<file path="config.mk">
export PLATFORM = sky130hd
export DESIGN_NAME = run_stuff_tx_flat
export DESIGN_NICKNAME = d
export VERILOG_FILES = /design/src/rtl/run_stuff_tx_if.sv /design/src/rtl/run_stuff_tx.sv /design/src/flat_wrapper.sv
export SDC_FILE = /design/constraint.sdc
export NUM_CORES = 1
export LEC_CHECK = 0
export ABC_AREA = 1
export CORE_AREA = 5 5 65 67
export CTS_CLUSTER_DIAMETER = 30
export DETAILED_ROUTE_END_ITERATION = 16
export DIE_AREA = 0 0 70 72
export PLACE_DENSITY = 0.74
export SETUP_SLACK_MARGIN = 0.2
export SYNTH_ARGS = -nofsm -noshare
export SYNTH_HDL_FRONTEND = slang
export SYNTH_SLANG_ARGS = --single-unit
</file>
<file path="constraint.sdc">
create_clock -name CLK -period 4.2 [get_ports CLK]
set_clock_uncertainty 0.2 [all_clocks]
set_input_delay 0.84 -clock CLK [delete_from_list [all_inputs] [get_ports CLK]]
set_output_delay 0.84 -clock CLK [all_outputs]
set_load 0.05 [all_outputs]
</file>
<file path="src/rtl/run_stuff_tx_if.sv">
// Parallel-load / serial-out handshake bundle for run_stuff_tx.
// master drives the word request; slave is the transmitter itself.
interface run_stuff_tx_if #(
    parameter int WIDTH = 16,
    parameter int CNTW  = 4
);
    logic             START;
    logic [WIDTH-1:0] DATA;
    logic             STUFF_EN;
    logic             SER_OUT;
    logic             SER_VALID;
    logic             BUSY;
    logic             DONE;
    logic [CNTW-1:0]  STUFF_CNT;

    modport master (
        output START, DATA, STUFF_EN,
        input  SER_OUT, SER_VALID, BUSY, DONE, STUFF_CNT
    );

    modport slave (
        input  START, DATA, STUFF_EN,
        output SER_OUT, SER_VALID, BUSY, DONE, STUFF_CNT
    );
endinterface

</file>
<file path="src/rtl/run_stuff_tx.sv">
// Bit-serial MSB-first transmitter with optional bit stuffing: a complementary
// bit follows any three equal line bits, so the line never carries a run of four.
module run_stuff_tx #(
    parameter int WIDTH = 16,
    parameter int CNTW  = 4
) (
    input  logic           CLK,
    input  logic           RESET,
    run_stuff_tx_if.slave  bus
);
    localparam int REMW = $clog2(WIDTH + 1);

    typedef enum logic [1:0] {IDLE, SEND, STUFF, FIN} state_t;

    state_t           r_state;
    state_t           w_next;
    logic [WIDTH-1:0] r_shreg;
    logic [REMW-1:0]  r_rem;
    logic             r_last;
    logic [1:0]       r_run;
    logic             r_sen;
    logic [CNTW-1:0]  r_stuff_cnt;

    logic             w_bit;
    logic [1:0]       w_run_nxt;
    logic [REMW-1:0]  w_rem_nxt;

    assign w_bit         = r_shreg[WIDTH-1];
    assign w_rem_nxt     = r_rem - REMW'(1);
    assign bus.STUFF_CNT = r_stuff_cnt;

    // Run length after the current data bit; saturates at 3 when stuffing is off.
    always_comb begin
        if (r_run == 2'd0 || w_bit != r_last)
            w_run_nxt = 2'd1;
        else if (r_run == 2'd3)
            w_run_nxt = 2'd3;
        else
            w_run_nxt = r_run + 2'd1;
    end

    always_ff @(posedge CLK) begin
        // NOTE: non-blocking assignments so every register samples pre-edge values.
        if (!RESET) r_state <= IDLE;
        else        r_state <= w_next;
    end

    always_comb begin
        // NOTE: every output gets a default first so no path infers a latch.
        w_next        = r_state;
        bus.SER_OUT   = 1'b0;
        bus.SER_VALID = 1'b0;
        bus.BUSY      = 1'b0;
        bus.DONE      = 1'b0;
        unique case (r_state)
            IDLE: if (bus.START) w_next = SEND;
            SEND: begin
                bus.SER_OUT   = w_bit;
                bus.SER_VALID = 1'b1;
                bus.BUSY      = 1'b1;
                if (r_sen && w_run_nxt == 2'd3) w_next = STUFF;
                else if (w_rem_nxt == '0)        w_next = FIN;
            end
            STUFF: begin
                bus.SER_OUT   = ~r_last;
                bus.SER_VALID = 1'b1;
                bus.BUSY      = 1'b1;
                w_next        = (r_rem != '0) ? SEND : FIN;
            end
            FIN: begin
                bus.DONE = 1'b1;
                w_next   = IDLE;
            end
            default: w_next = IDLE;
        endcase
    end

    always_ff @(posedge CLK) begin
        // NOTE: the datapath is reset too, so a frame aborted mid-flight leaves no residue.
        if (!RESET) begin
            r_shreg     <= '0;
            r_rem       <= '0;
            r_last      <= 1'b0;
            r_run       <= 2'd0;
            r_sen       <= 1'b0;
            r_stuff_cnt <= '0;
        end else begin
            unique case (r_state)
                IDLE: if (bus.START) begin
                    r_shreg     <= bus.DATA;
                    r_sen       <= bus.STUFF_EN;
                    r_rem       <= REMW'(WIDTH);
                    r_run       <= 2'd0;
                    r_stuff_cnt <= '0;
                end
                SEND: begin
                    r_shreg <= {r_shreg[WIDTH-2:0], 1'b0};
                    r_rem   <= w_rem_nxt;
                    r_run   <= w_run_nxt;
                    r_last  <= w_bit;
                end
                STUFF: begin
                    r_last      <= ~r_last;
                    r_run       <= 2'd1;
                    r_stuff_cnt <= r_stuff_cnt + CNTW'(1);
                end
                default: ;
            endcase
        end
    end
endmodule

</file>
<file path="src/flat_wrapper.sv">
// flat-port wrapper written by rule: the top's interface ports become plain ports
module run_stuff_tx_flat 
#(
    parameter int WIDTH = 16,
    parameter int CNTW  = 4
)
  (CLK, RESET, bus_START, bus_DATA, bus_STUFF_EN, bus_SER_OUT, bus_SER_VALID, bus_BUSY, bus_DONE, bus_STUFF_CNT);
  run_stuff_tx_if #(.WIDTH(WIDTH), .CNTW(CNTW)) bus_i ();
  input  logic CLK;
  input  logic RESET;
  input wire logic [$bits(bus_i.START)-1:0] bus_START;
  input wire logic [$bits(bus_i.DATA)-1:0] bus_DATA;
  input wire logic [$bits(bus_i.STUFF_EN)-1:0] bus_STUFF_EN;
  output wire logic [$bits(bus_i.SER_OUT)-1:0] bus_SER_OUT;
  output wire logic [$bits(bus_i.SER_VALID)-1:0] bus_SER_VALID;
  output wire logic [$bits(bus_i.BUSY)-1:0] bus_BUSY;
  output wire logic [$bits(bus_i.DONE)-1:0] bus_DONE;
  output wire logic [$bits(bus_i.STUFF_CNT)-1:0] bus_STUFF_CNT;
  assign bus_i.START = bus_START;
  assign bus_i.DATA = bus_DATA;
  assign bus_i.STUFF_EN = bus_STUFF_EN;
  assign bus_SER_OUT = bus_i.SER_OUT;
  assign bus_SER_VALID = bus_i.SER_VALID;
  assign bus_BUSY = bus_i.BUSY;
  assign bus_DONE = bus_i.DONE;
  assign bus_STUFF_CNT = bus_i.STUFF_CNT;
  run_stuff_tx #(.WIDTH(WIDTH), .CNTW(CNTW)) u_core (.CLK(CLK), .RESET(RESET), .bus(bus_i));
endmodule
</file>
==> reports/metrics.csv, run 1 <==
metric;value;unit
status;finished, final reports clean;
Site Rows;22;
initial antenna violation count;0;
synthesis-to-finish area growth;24.7;%
GR Overflow Total;0;
sequential area share after synthesis;40.1;%
pin count of the biggest net entering global routing;25;
most frequent cell after synthesis;nand2_1;
Bufs on Longest Clock Path;2;
count of pins over their slew limit;0;
max-slew headroom at the worst pin;66.7;%
Avg Cell Area, Syn;7.20;sq um
hold_buf cts;0;
Detail Placement HPWL;2.32;mm
fillers;363;
Starting Density;43.3;%
Leakage;0.000807;uW
initial drt markers;70;
vias per inst;5.09;
Final period util;79.9;%
gpl congestion;0.803;
detailed-route wire length;3.28;mm
worst hold slack;0.264;ns
drt wl/cell;11.2;um
Psw;586;uW
RSZ-0062 raised after global routing;false;
fin cells;292;
Clk pwr share;18.4;%
Worst-Margin Slew;0.498;ns
Fmax;298;MHz
crit path max fanout;5;
CTS buffer count;5;
synth top area cells;dfxtp_1, nand2_1, a31oi_1;
Worst Path Arrival;2.32;ns
Startpoint Class;flip-flop;
Synth Instances;215;
first-pass GRT wire length;5.92;mm
hold crit path type;reg2reg;
Core Area;3580;sq um
fin util;54.0;%
syn_nets;243;
Final #Nets;271;
area leader, netlist;dfxtp_1;
clock latency on the worst-skew pair;0.34;ns
sequential share of power;33.9;%
share of cells above drive strength 1;6.15;%
remaining antenna violation count after routing;0;
Post-Place Worst Slack;1.23;ns
CTS tree;done;
most common library cells after synthesis;nand2_1, dfxtp_1, inv_1;
Combinational Power Share;47.7;%
Crit. End Element;primary output;
IO Count;28;
DRC Markers;0;
YS warnings;0;
clk slew on worst S/H paths;0.11;ns
vias after detailed routing;1486;
Sink Count;31;
Final WS setup;0.845;ns
switching share of power;43.8;%
kind of critical path;reg2out;
H-Tree Depth;2;
Horiz. Die Dim;70;um
share of the synthesized area in the top cell type;40.1;%
worst path required time;3.16;ns
minimum clock period;3.36;ns
Primary FF master, synth;dfxtp_1;
number of global-route vias before repair;1428;
final antenna diode count;0;
DRT Pass-1 Iters;4;
die area;5040;sq um
Internal Power;752;uW
post-CTS setup buffers;0;
R2R cell count;8;
share of synthesized registers carrying an async set or reset;0;%
setup TNS;0;ns
post-placement cell count;284;
Root Buffer;clkbuf_4;
endpoints failing hold;0;
PD cells;693;nW/um^2
max_cap viols;0;
Resized Gates After CTS;0;
Hold Path Depth;2;
Peak VDD IR;269;uV
IO buf count;27;
register bit total from synthesis;31;
Cell Area, Synth;1550;sq um
Final setup violation count;0;
Overall Global Routing Usage;14.4;%
Post-synth EDFFs;0;
Yosys cell types;25;
DIE HEIGHT;72;um
==> layout by cell type, fill, tap and decap left out, types with 2 or more instances in the layout <==
cell	count
a21oi_1	11
a31oi_1	16
and3_1	3
buf_4	3
clkbuf_4	5
clkdlybuf4s50_1	27
dfxtp_1	31
ha_1	8
inv_1	23
nand2_1	57
nand3_1	8
nand4_1	3
nor2_1	7
nor2_2	2
nor3_1	2
o21ai_0	12
o21ai_1	14
o22ai_1	3
==> layer usage <==
layer  vias to the layer above  wire length, um  track usage (%)
met2                        33             1460             23.9
met3                         9              195             4.85
met1                       670             1550             16.5
met4                         0               74             7.23
met5                         -                0                0
li1                        774                -                -
==> worst max-delay path: stages, from the launching register on <==
cell and delay, ns:
dfxtp_1 0.42, inv_1 0.12, ha_1 0.37, nand2_1 0.10, o22ai_1 0.16, clkdlybuf4s50_1 0.82
==> final timing paths <==
kind | start | endpoint | slack, ns
min reg2reg | u_core.r_shreg[9] | u_core.r_shreg[10] | 0.26
min | u_core.r_shreg[9] | u_core.r_shreg[10] | 0.26
max | u_core.r_state[1] | bus_SER_OUT | 0.84
max reg2reg | u_core.r_state[1] | u_core.r_shreg[12] | 1.83
==> sequential cells by signal, summed over array words and instances (netlist names) <==
name / cells
u_core.r_shreg: 16
u_core.r_rem: 5
u_core.bus.STUFF_CNT: 4
u_core.r_run: 2
u_core.r_state: 2
u_core.r_last: 1
u_core.r_sen: 1
==> power by group through the flow <==
stage / clock network, uW / logic (uW) / registers [uW]
after floorplan: 0 / 520 / 451
after global placement: 0 / 635 / 455
after detailed placement: 0 / 639 / 458
after CTS: 250 / 643 / 453
after global routing: 265 / 736 / 467
final: 246 / 639 / 454
==> through the flow <==
stage | power [uW] | instance area, sq um
2_1_floorplan | 971 | 1550
4_1_cts | 1340 | 1930
3_5_place_dp | 1100 | 1850
5_1_grt | 1470 | 1930
3_3_place_gp | 1090 | 1850
6_report | 1340 | 1930
==> cell type report <==
| type | count | area, sq um | area share (%) |
|---|---|---|---|
| timing repair buffer | 30 | 293 | 15.2 |
| clock inverter | 2 | 35.0 | 1.81 |
| sequential | 31 | 621 | 32.1 |
| multi-input combinational | 150 | 778 | 40.3 |
| tap | 48 | 60.1 | 3.11 |
| inverter | 25 | 93.8 | 4.86 |
| clock buffer | 6 | 51.3 | 2.66 |
==> kinds of logic (layout without fill, tap and decap cells) <==
logic type / Yosys count / count (layout) / share of synthesized area, %
simple gates: 82 / 82 / 22.0
compound gates: 59 / 59 / 21.2
buf+inv: 34 / 63 / 9.69
flops: 31 / 31 / 40.1
fa+ha+maj: 8 / 8 / 6.46
xor+xnor: 1 / 1 / 0.566
(Power assumes the default switching activity.)
==> run 2: changes to the inputs <==
==> constraint.sdc (replaced) <==
create_clock -name CLK -period 3.4 [get_ports CLK]
set_clock_uncertainty 0.2 [all_clocks]
set_input_delay 0.68 -clock CLK [delete_from_list [all_inputs] [get_ports CLK]]
set_output_delay 0.68 -clock CLK [all_outputs]
set_load 0.05 [all_outputs]
==> run 2 against run 1 <==
Net effect: total power up 18%; sequential share of layout area rose by 0.46 points; die area stayed put; non-clock buffer count unchanged; setup slack got worse by 0.42 ns; final area is 1.4% lower; register-to-register slack lost 1.0 ns; critical endpoint is now bus_BUSY.
==> reports/metrics.csv, run 2 (synthesis gave the netlist of run 1 again) <==
metric;value;unit
status;finished, final reports clean;
CTS tree;done;
Sink Count;31;
switching share of power;46.0;%
Startpoint Class;flip-flop;
Detail Placement HPWL;2.43;mm
Critical Path Max Stage Delay;0.83;ns
drt wl/cell;11.7;um
H-Tree Depth;2;
max reg flops;16;
die area;5040;sq um
first-pass GRT wire length;5.84;mm
hold crit path type;reg2reg;
sequential share of power;35.7;%
Psw;727;uW
PnR Total Power;1580;uW
remaining antenna violation count after routing;0;
largest reg by FF count;u_core.r_shreg;
post-CTS setup buffers;0;
kind of critical path;reg2out;
share of cells above drive strength 1;5.76;%
Root Buffer;clkbuf_4;
vias after detailed routing;1470;
WL met3;199;um
DRT Pass-1 Iters;4;
DRT met1 WL;1.60;mm
Clk pwr share;14.1;%
clk slew on worst S/H paths;0.10;ns
Internal Power;851;uW
number of global-route vias before repair;1380;
CTS buffer count;5;
synthesis-to-finish area growth;22.9;%
crit path cell chain;inv_1, ha_1, clkdlybuf4s50_1;
RSZ-0062 raised after global routing;false;
Crit. End Element;primary output;
Overall Global Routing Usage;14.4;%
endpoints failing hold;0;
fin area;1900;sq um
Site Rows;22;
Final setup violation count;0;
Fmax;336;MHz
highest routed layer;met4;
most frequent cells in the layout;nand2_1, dfxtp_1, clkdlybuf4s50_1, inv_1, a31oi_1;
count of pins over their slew limit;0;
IO Count;28;
Final period util;87.4;%
Bufs on Longest Clock Path;2;
gpl congestion;0.807;
routed length on met2;1.55;mm
final antenna diode count;0;
vias per inst;5.05;
Starting Density;43.3;%
setup TNS;0;ns
Slowest-stage cell, CP;clkdlybuf4s50_1;
Worst Path Arrival;2.09;ns
Peak VDD IR;348;uV
clock latency on the worst-skew pair;0.34;ns
DRC Markers;0;
Horiz. Die Dim;70;um
most common cell after layout, fill and taps aside;nand2_1;
minimum clock period;2.97;ns
Leakage;0.000812;uW
PD cells;829;nW/um^2
GR Overflow Total;0;
Combinational Power Share;50.2;%
max-slew headroom at the worst pin;43.3;%
Worst-Margin Slew;0.851;ns
Buf/Inv on CP;2;
initial antenna violation count;0;
dpl cell area;1850;sq um
Core Area;3580;sq um
Final #Nets;271;
DIE HEIGHT;72;um
worst path required time;2.52;ns
max_cap viols;0;
initial drt markers;69;
pin count of the biggest net entering global routing;24;
Top delay family on crit path;buffers and inverters;
IO buf count;27;
detailed-route wire length;3.41;mm
crit path max fanout;6;
-- run 2: timing repair --
item | 4_1_cts | 5_1_grt
hold buffers | 0 | 0
resized for setup | 0 | 1
endpoints found under the setup margin | 0 | 1
-- run 2: routing by layer --
layer / track usage (%) / vias to the layer above
met5: 0 / -
met4: 6.38 / 0
met3: 4.99 / 5
met2: 24.6 / 34
li1: - / 776
met1: 16.4 / 655
-- run 2: final cells by class --
type                            count  area [sq um]
Sequential cell                    31           621
Multi-Input combinational cell    150           778
Inverter                           25          93.8
Timing Repair Buffer               30           295
Fill cell                         364          1670
Clock buffer                        6          51.3
Tap cell                           48          60.1
Clock inverter                      1          5.00
-- run 2: worst reg2reg max path: stages, from the launching register on --
cell,delay [ns]
dfxtp_1,0.36
inv_1,0.14
ha_1,0.19
buf_4,0.25
inv_2,0.19
o21ai_2,0.70
buf_4,0.31
o21ai_1,0.07
a31oi_1,0.15
-- run 2: path summary, 6_finish.rpt --
kind,startpoint,endpoint,slack (ns),cells past startpoint
worst min-delay path,u_core.r_shreg[5],u_core.r_shreg[6],0.28,2
worst max register to register,u_core.r_state[1],u_core.r_shreg[4],0.79,8
worst max-delay path,u_core.r_state[0],bus_BUSY,0.43,3
worst min register to register,u_core.r_shreg[5],u_core.r_shreg[6],0.28,2
-- run 2: power groups by stage --
stage / Clock [uW] / Sequential (uW) / Combinational [uW]
floorplan: 0 / 557 / 643
global placement: 0 / 564 / 786
detailed placement: 0 / 569 / 796
CTS: 228 / 561 / 798
global route: 244 / 574 / 908
finish: 222 / 563 / 792
-- run 2: metrics by stage --
stage               hold WS [ns]  cells  worst slack [ns]  util, %
finish                     0.275    291             0.428     53.2
global route               0.289    291             0.362     53.2
CTS                        0.277    291             0.204     53.1
detailed placement         0.263    284             0.580     51.6
global placement           0.257    284             0.652     51.6
floorplan                  0.239    215             0.525        -
